File: src/rtl/tile_cmd_issuer_if.sv
// tile_cmd_issuer_if
//   Bundles the job-descriptor port, the TPU command port and the status
//   outputs of tile_cmd_issuer.
//   master : the issuer (takes descriptors, drives commands, counts done_irq)
//   slave  : host + TPU control unit side (drives descriptors, cmd_ready,
//            done_irq, observes status)
//   Signals: job_valid/job_ready + job_* descriptor fields, cmd_valid/
//   cmd_ready/cmd_data, done_irq, job_done, outstanding, tiles_issued,
//   err_spurious.
interface tile_cmd_issuer_if #(
    parameter int ADDR_WIDTH = 10
);
    logic                  job_valid;
    logic                  job_ready;
    logic [7:0]            job_num_tiles;
    logic [ADDR_WIDTH-1:0] job_base_a;
    logic [ADDR_WIDTH-1:0] job_base_b;
    logic [ADDR_WIDTH-1:0] job_base_c;
    logic [ADDR_WIDTH-1:0] job_base_d;
    logic [ADDR_WIDTH-1:0] job_stride_a;
    logic [ADDR_WIDTH-1:0] job_stride_b;
    logic [ADDR_WIDTH-1:0] job_stride_c;
    logic [ADDR_WIDTH-1:0] job_stride_d;
    logic [7:0]            job_len_m;
    logic [7:0]            job_len_k;
    logic [7:0]            job_len_n;

    logic                  cmd_valid;
    logic [63:0]           cmd_data;
    logic                  cmd_ready;

    logic                  done_irq;
    logic                  job_done;
    logic [3:0]            outstanding;
    logic [7:0]            tiles_issued;
    logic                  err_spurious;

    modport master (
        input  job_valid, job_num_tiles,
        input  job_base_a, job_base_b, job_base_c, job_base_d,
        input  job_stride_a, job_stride_b, job_stride_c, job_stride_d,
        input  job_len_m, job_len_k, job_len_n,
        output job_ready,
        output cmd_valid, cmd_data,
        input  cmd_ready,
        input  done_irq,
        output job_done, outstanding, tiles_issued, err_spurious
    );

    modport slave (
        output job_valid, job_num_tiles,
        output job_base_a, job_base_b, job_base_c, job_base_d,
        output job_stride_a, job_stride_b, job_stride_c, job_stride_d,
        output job_len_m, job_len_k, job_len_n,
        input  job_ready,
        input  cmd_valid, cmd_data,
        output cmd_ready,
        output done_irq,
        input  job_done, outstanding, tiles_issued, err_spurious
    );
endinterface

File: src/rtl/tile_cmd_issuer.sv
// tile_cmd_issuer
//   Host-side initiator for the TPU command port. Takes one job descriptor
//   (tile count, four base addresses, four strides, tile dimensions) and
//   emits one packed 64-bit command per tile with addresses base + i*stride
//   (mod 2^ADDR_WIDTH). Caps issued-but-not-completed tiles at
//   MAX_OUTSTANDING, counts completions on done_irq, and pulses job_done
//   once every tile of the job has completed.
//   Ports:
//     clk, rst  : clock, synchronous active-high reset
//     bus       : tile_cmd_issuer_if master modport (descriptor, command
//                 port, done_irq, status outputs)
//   cmd_data layout (LSB first): len_m[7:0], len_k[15:8], len_n[23:16],
//   then addr_a, addr_b, addr_c, addr_d (ADDR_WIDTH bits each); upper
//   unused bits are zero.
module tile_cmd_issuer #(
    parameter int ADDR_WIDTH      = 10,
    parameter int MAX_OUTSTANDING = 4
) (
    input  logic              clk,
    input  logic              rst,
    tile_cmd_issuer_if.master bus
);

    typedef enum logic [1:0] {
        IDLE,
        ISSUE,
        DRAIN
    } state_t;

    localparam logic [3:0] CAP = 4'(MAX_OUTSTANDING);

    state_t                state;
    state_t                state_nxt;

    logic [7:0]            num_tiles;
    logic [7:0]            len_m;
    logic [7:0]            len_k;
    logic [7:0]            len_n;
    logic [ADDR_WIDTH-1:0] acc_a;
    logic [ADDR_WIDTH-1:0] acc_b;
    logic [ADDR_WIDTH-1:0] acc_c;
    logic [ADDR_WIDTH-1:0] acc_d;
    logic [ADDR_WIDTH-1:0] stride_a;
    logic [ADDR_WIDTH-1:0] stride_b;
    logic [ADDR_WIDTH-1:0] stride_c;
    logic [ADDR_WIDTH-1:0] stride_d;

    logic [3:0]            outstanding_q;
    logic [7:0]            tiles_q;
    logic                  job_done_q;
    logic                  err_q;

    logic                  accept;
    logic                  cmd_valid_c;
    logic                  job_ready_c;
    logic                  handshake;
    logic                  last_tile;
    logic                  job_done_nxt;
    logic [63:0]           cmd_data_c;

    assign accept    = (state == IDLE) && bus.job_valid;
    assign handshake = cmd_valid_c && bus.cmd_ready;
    assign last_tile = (tiles_q == num_tiles - 8'd1);

    // State register
    always_ff @(posedge clk) begin
        if (rst) begin
            state <= IDLE;
        end else begin
            state <= state_nxt;
        end
    end

    // Next-state logic; job_done is computed here and registered below
    always_comb begin
        state_nxt    = state;
        job_done_nxt = 1'b0;
        case (state)
            IDLE: begin
                if (bus.job_valid) begin
                    if (bus.job_num_tiles == 8'd0) begin
                        job_done_nxt = 1'b1;
                    end else begin
                        state_nxt = ISSUE;
                    end
                end
            end
            ISSUE: begin
                if (handshake && last_tile) begin
                    state_nxt = DRAIN;
                end
            end
            DRAIN: begin
                if (outstanding_q == 4'd0) begin
                    state_nxt    = IDLE;
                    job_done_nxt = 1'b1;
                end
            end
            default: begin
                state_nxt = IDLE;
            end
        endcase
    end

    // Outputs decoded from registers only. The cap cannot withdraw a pending
    // valid because outstanding only rises on a handshake.
    always_comb begin
        job_ready_c = (state == IDLE);
        cmd_valid_c = (state == ISSUE) && (outstanding_q < CAP);
    end

    always_comb begin
        cmd_data_c                                 = '0;
        cmd_data_c[7:0]                            = len_m;
        cmd_data_c[15:8]                           = len_k;
        cmd_data_c[23:16]                          = len_n;
        cmd_data_c[24 +: ADDR_WIDTH]               = acc_a;
        cmd_data_c[24 + ADDR_WIDTH +: ADDR_WIDTH]   = acc_b;
        cmd_data_c[24 + 2*ADDR_WIDTH +: ADDR_WIDTH] = acc_c;
        cmd_data_c[24 + 3*ADDR_WIDTH +: ADDR_WIDTH] = acc_d;
    end

    // Descriptor latch, address accumulators and counters
    always_ff @(posedge clk) begin
        if (rst) begin
            num_tiles     <= '0;
            len_m         <= '0;
            len_k         <= '0;
            len_n         <= '0;
            acc_a         <= '0;
            acc_b         <= '0;
            acc_c         <= '0;
            acc_d         <= '0;
            stride_a      <= '0;
            stride_b      <= '0;
            stride_c      <= '0;
            stride_d      <= '0;
            tiles_q       <= '0;
            outstanding_q <= '0;
            job_done_q    <= 1'b0;
            err_q         <= 1'b0;
        end else begin
            job_done_q <= job_done_nxt;

            if (accept) begin
                num_tiles <= bus.job_num_tiles;
                len_m     <= bus.job_len_m;
                len_k     <= bus.job_len_k;
                len_n     <= bus.job_len_n;
                acc_a     <= bus.job_base_a;
                acc_b     <= bus.job_base_b;
                acc_c     <= bus.job_base_c;
                acc_d     <= bus.job_base_d;
                stride_a  <= bus.job_stride_a;
                stride_b  <= bus.job_stride_b;
                stride_c  <= bus.job_stride_c;
                stride_d  <= bus.job_stride_d;
                tiles_q   <= '0;
            end else if (handshake) begin
                tiles_q <= tiles_q + 8'd1;
                // Accumulators wrap modulo 2^ADDR_WIDTH by construction
                acc_a   <= acc_a + stride_a;
                acc_b   <= acc_b + stride_b;
                acc_c   <= acc_c + stride_c;
                acc_d   <= acc_d + stride_d;
            end

            // Issue and completion in the same cycle cancel out; a completion
            // with nothing outstanding saturates at zero and flags an error.
            case ({handshake, bus.done_irq})
                2'b10: outstanding_q <= outstanding_q + 4'd1;
                2'b01: begin
                    if (outstanding_q == 4'd0) begin
                        err_q <= 1'b1;
                    end else begin
                        outstanding_q <= outstanding_q - 4'd1;
                    end
                end
                default: ;
            endcase
        end
    end

    assign bus.job_ready    = job_ready_c;
    assign bus.cmd_valid    = cmd_valid_c;
    assign bus.cmd_data     = cmd_data_c;
    assign bus.job_done     = job_done_q;
    assign bus.outstanding  = outstanding_q;
    assign bus.tiles_issued = tiles_q;
    assign bus.err_spurious = err_q;

endmodule

File: src/flat_wrapper.sv
// flat-port wrapper written by rule: the top's interface ports become plain ports
module tile_cmd_issuer_flat 
#(
    parameter int ADDR_WIDTH      = 10,
    parameter int MAX_OUTSTANDING = 4
)
  (clk, rst, bus_job_valid, bus_job_num_tiles, bus_job_base_a, bus_job_base_b, bus_job_base_c, bus_job_base_d, bus_job_stride_a, bus_job_stride_b, bus_job_stride_c, bus_job_stride_d, bus_job_len_m, bus_job_len_k, bus_job_len_n, bus_job_ready, bus_cmd_valid, bus_cmd_data, bus_cmd_ready, bus_done_irq, bus_job_done, bus_outstanding, bus_tiles_issued, bus_err_spurious);
  tile_cmd_issuer_if #(.ADDR_WIDTH(ADDR_WIDTH)) bus_i ();
  input  logic clk;
  input  logic rst;
  input wire logic [$bits(bus_i.job_valid)-1:0] bus_job_valid;
  input wire logic [$bits(bus_i.job_num_tiles)-1:0] bus_job_num_tiles;
  input wire logic [$bits(bus_i.job_base_a)-1:0] bus_job_base_a;
  input wire logic [$bits(bus_i.job_base_b)-1:0] bus_job_base_b;
  input wire logic [$bits(bus_i.job_base_c)-1:0] bus_job_base_c;
  input wire logic [$bits(bus_i.job_base_d)-1:0] bus_job_base_d;
  input wire logic [$bits(bus_i.job_stride_a)-1:0] bus_job_stride_a;
  input wire logic [$bits(bus_i.job_stride_b)-1:0] bus_job_stride_b;
  input wire logic [$bits(bus_i.job_stride_c)-1:0] bus_job_stride_c;
  input wire logic [$bits(bus_i.job_stride_d)-1:0] bus_job_stride_d;
  input wire logic [$bits(bus_i.job_len_m)-1:0] bus_job_len_m;
  input wire logic [$bits(bus_i.job_len_k)-1:0] bus_job_len_k;
  input wire logic [$bits(bus_i.job_len_n)-1:0] bus_job_len_n;
  output wire logic [$bits(bus_i.job_ready)-1:0] bus_job_ready;
  output wire logic [$bits(bus_i.cmd_valid)-1:0] bus_cmd_valid;
  output wire logic [$bits(bus_i.cmd_data)-1:0] bus_cmd_data;
  input wire logic [$bits(bus_i.cmd_ready)-1:0] bus_cmd_ready;
  input wire logic [$bits(bus_i.done_irq)-1:0] bus_done_irq;
  output wire logic [$bits(bus_i.job_done)-1:0] bus_job_done;
  output wire logic [$bits(bus_i.outstanding)-1:0] bus_outstanding;
  output wire logic [$bits(bus_i.tiles_issued)-1:0] bus_tiles_issued;
  output wire logic [$bits(bus_i.err_spurious)-1:0] bus_err_spurious;
  assign bus_i.job_valid = bus_job_valid;
  assign bus_i.job_num_tiles = bus_job_num_tiles;
  assign bus_i.job_base_a = bus_job_base_a;
  assign bus_i.job_base_b = bus_job_base_b;
  assign bus_i.job_base_c = bus_job_base_c;
  assign bus_i.job_base_d = bus_job_base_d;
  assign bus_i.job_stride_a = bus_job_stride_a;
  assign bus_i.job_stride_b = bus_job_stride_b;
  assign bus_i.job_stride_c = bus_job_stride_c;
  assign bus_i.job_stride_d = bus_job_stride_d;
  assign bus_i.job_len_m = bus_job_len_m;
  assign bus_i.job_len_k = bus_job_len_k;
  assign bus_i.job_len_n = bus_job_len_n;
  assign bus_job_ready = bus_i.job_ready;
  assign bus_cmd_valid = bus_i.cmd_valid;
  assign bus_cmd_data = bus_i.cmd_data;
  assign bus_i.cmd_ready = bus_cmd_ready;
  assign bus_i.done_irq = bus_done_irq;
  assign bus_job_done = bus_i.job_done;
  assign bus_outstanding = bus_i.outstanding;
  assign bus_tiles_issued = bus_i.tiles_issued;
  assign bus_err_spurious = bus_i.err_spurious;
  tile_cmd_issuer #(.ADDR_WIDTH(ADDR_WIDTH), .MAX_OUTSTANDING(MAX_OUTSTANDING)) u_core (.clk(clk), .rst(rst), .bus(bus_i));
endmodule
File: config.mk
export PLATFORM = sky130hd
export DESIGN_NAME = tile_cmd_issuer_flat
export DESIGN_NICKNAME = d
export VERILOG_FILES = /design/src/rtl/tile_cmd_issuer_if.sv /design/src/rtl/tile_cmd_issuer.sv /design/src/flat_wrapper.sv
export SDC_FILE = /design/constraint.sdc
export NUM_CORES = 1
export LEC_CHECK = 0
export BUFFER_PORTS_ARGS = -buffer_cell sky130_fd_sc_hd__buf_2
export CAP_MARGIN = 20
export CORE_ASPECT_RATIO = 1.25
export CORE_MARGIN = 10
export CORE_UTILIZATION = 28
export CTS_BUF_LIST = sky130_fd_sc_hd__clkbuf_8 sky130_fd_sc_hd__clkbuf_16
export CTS_CLUSTER_DIAMETER = 40
export DETAILED_ROUTE_END_ITERATION = 6
export HOLD_SLACK_MARGIN = 0.05
export PLACE_DENSITY = 0.49
export SLEW_MARGIN = 40
export SYNTH_ARGS = -nofsm -noshare
export SYNTH_HDL_FRONTEND = slang
export SYNTH_SLANG_ARGS = --single-unit
File: constraint.sdc
create_clock -name clk -period 3.15 [get_ports clk]
set_clock_uncertainty 0.05 [all_clocks]
set_input_delay 0.4725 -clock clk [delete_from_list [all_inputs] [get_ports clk]]
set_output_delay 0.4725 -clock clk [all_outputs]
set_load 0.1 [all_outputs]
==> metrics <==
status=finished clean; vias in the first global route=6376; Final min period=2230 ps; Core ar.=23600 um^2; hold depth=3; crit path setup slack, layout=924 ps; # fillers=2525; Antenna Cells=0; DR WL met2=10.9 mm; IR drop worst, VDD=0.366 mV; FF/Latch Area=2570 um^2; Global Route Usage Sum=0.142; Post-Route WL=21.9 mm; Cells after DPL=1293; Crit path required time=3440 ps; Slew @ Worst Pin=609 ps; Comb pwr share=0.339; Die ar.=30500 um^2; hold slack=226 ps; Compound-Gate Fraction of Synth Area=0.218; Synth Flop Type=dfxtp_1; post-route met1 wirelength=9.38 mm; worst-path fanout max=4; crit end category=register; Post-Synth XOR/XNOR Area=0.0407; WL/cell=16.5 um; Chip Width=158 um; antenna-violating nets left=0; Worst-path clk slew=60 ps; nets@finish=1182; DR pass1 iterations=4; top layer in use=met4; Synth Register Bits=128; most common cell after layout, fill and taps aside=buf_2; leakage=3.91 nW; total CTS buffers=17; CTS Root Cell=clkbuf_16; Post-Synth Adder-Cell Area=0.0899; Worst Hold Class=input pin to register; Area growth, synth to finish=29.1%; vias per inst=4.83; Critical Path Start Type=register; Final Power=5.99 mW; CTS H-tree depth=4; worst r2r path cells=7; Cell Area, Placed=8020 um^2; Psw=2.41 mW; CP max-delay cell=a2111oi_0; count of final hold-check violations=0; syn avg cell area=7.95 um^2; largest net degree at the start of global routing=54; post-synthesis sequential area ratio=0.384; Syn Inst Count=840; clk sink count=128; mux cell area share after synthesis=0.00937; RSZ-0062 raised after global routing=false; Clock power frac=0.340; Slew headroom=0.590; Setup TNS=0 ps; simple-gate share of the synthesized area=0.215; combined area of the multi-input logic cells=3860 um^2; initial antenna violation count=0; Int Power=3.57 mW; Cell variety after synth=56; routability cong.=0.776; commonest cells after routing, fill and taps aside=195 x buf_2, 187 x nand2_1, 126 x dfxtp_1, 107 x a21oi_1, 54 x nor2_1; total gr overflow=0; crit-path cells=ha_1 -> a211oi_1 -> o31ai_2 -> a2111oi_0 -> nor3_1 -> mux2i_1 -> a211oi_1; EDFF count, synth=0; R2R Setup Slk=920 ps; hold_buf cts=0; fin. max-slew vios=0; Cell Area, Synth=6680 um^2; Ports=197; Crit path depth=7; CTS resizes=0; Switching Share=0.403; crit path kind=register to register; Setup Buffers After CTS=0; layout cells sized above 1=0.257; critical path's top delay family=compound AO/OA/AOI/OAI gates; CTS tree=yes; non-filler cells, final=1325; Slowest Stage Delay on Critical Path=410 ps; WL met3=1.28 mm; Port Buf Inserts=196; final core occ=0.365; sequential power share=0.322; Post-synth ARST share=0; Final setup viols=0; maximum root-to-sink buffer count=2; PD cells=694 nW/um^2; routed via count=6394; site row count=63; DR DRC count=0; Post-Syn Nets=1002; CP most frequent cell=a211oi_1; largest family of logic cells by synthesized area=compound AO/OA/AOI/OAI gates; Max Freq=449 MHz; initial core utilization=0.282; DPL Wire Length=16.2 mm; period utilization=0.707; Clock Latency Late Sink=430 ps; fin area=8620 um^2; WP buf/inv=0; Initial DRC Count=278; critical path arrival=2520 ps; chip height=193 um; first-pass GRT wire length=34.2 mm; dpl ws=932 ps; Max-Cap Viols=0; YS warnings=0
==> final cells by class <==
class | count | share of cell area
Timing Repair Buffer | 209 | 0.131
Tap cell | 292 | 0.0424
Inverter | 23 | 0.0103
Clock buffer | 18 | 0.0509
Multi-Input combinational cell | 641 | 0.448
Clock inverter | 14 | 0.0190
Sequential cell | 128 | 0.298
==> flip-flops by register name, summed over array words and instances, names as in the netlist, 8 cells and up <==
name and cells:
u_core.stride_c 10, u_core.acc_c 10, u_core.len_m 8, u_core.stride_a 10, u_core.acc_d 10, u_core.bus.tiles_issued 8, u_core.stride_d 10, u_core.num_tiles 8
u_core.acc_b 10, u_core.stride_b 10, u_core.acc_a 10, u_core.len_k 8, u_core.len_n 8
==> tightest hold or removal path, delay by kind of cell <==
| family | cells | cell delay [ps] |
|---|---|---|
| buf+inv | 1 | 90 |
| simple gates | 1 | 40 |
| compound gates | 1 | 50 |
==> routing by layer <==
metal	GRT usage	up-vias
li1	-	3292
met3	0.0435	21
met1	0.165	2948
met5	0	-
met2	0.242	133
met4	0.0503	0
==> cells in the mapped netlist (10+ instances only) <==
cell	instances	area, um^2
o21ai_0	20	100
inv_1	22	82.6
and3_1	10	62.6
nor3_1	18	90.1
ha_1	40	500
xor2_1	13	114
nand3_1	10	50.1
clkbuf_1	27	101
a21o_1	16	120
a21oi_1	108	541
dfxtp_1	128	2560
a311oi_1	13	114
xnor2_1	18	158
nand2_1	190	713
a211oi_1	18	135
nor2b_1	10	62.6
buf_2	15	75.1
nor2_1	54	203
==> final timing paths <==
kind                                        from         endpoint
worst min register to register   u_core.len_m[6]  u_core.len_m[6]
worst max register to register   u_core.acc_a[1]  u_core.acc_a[9]
worst min-delay path            bus_job_len_m[7]  u_core.len_m[7]
worst max-delay path             u_core.acc_a[1]  u_core.acc_a[9]
==> power by group through the flow <==
| stage | Sequential [mW] | Combinational, mW | Clock [mW] |
|---|---|---|---|
| floorplan | 2.73 | 0.815 | 0 |
| global placement | 1.96 | 2.04 | 0 |
| detailed placement | 1.96 | 2.05 | 0 |
| CTS | 1.93 | 2.05 | 2.10 |
| global route | 1.95 | 2.20 | 2.16 |
| finish | 1.93 | 2.03 | 2.03 |
==> cells by family after synthesis <==
| logic type | Yosys count |
|---|---|
| AO/OA/AOI/OAI | 233 |
| XOR/XNOR | 31 |
| adder cells (fa/ha/maj) | 45 |
| buffers and inverters | 71 |
| flip-flops | 128 |
| multiplexers | 6 |
| AND/OR/NAND/NOR | 326 |
Note: power is estimated with default switching activity, not from simulation.
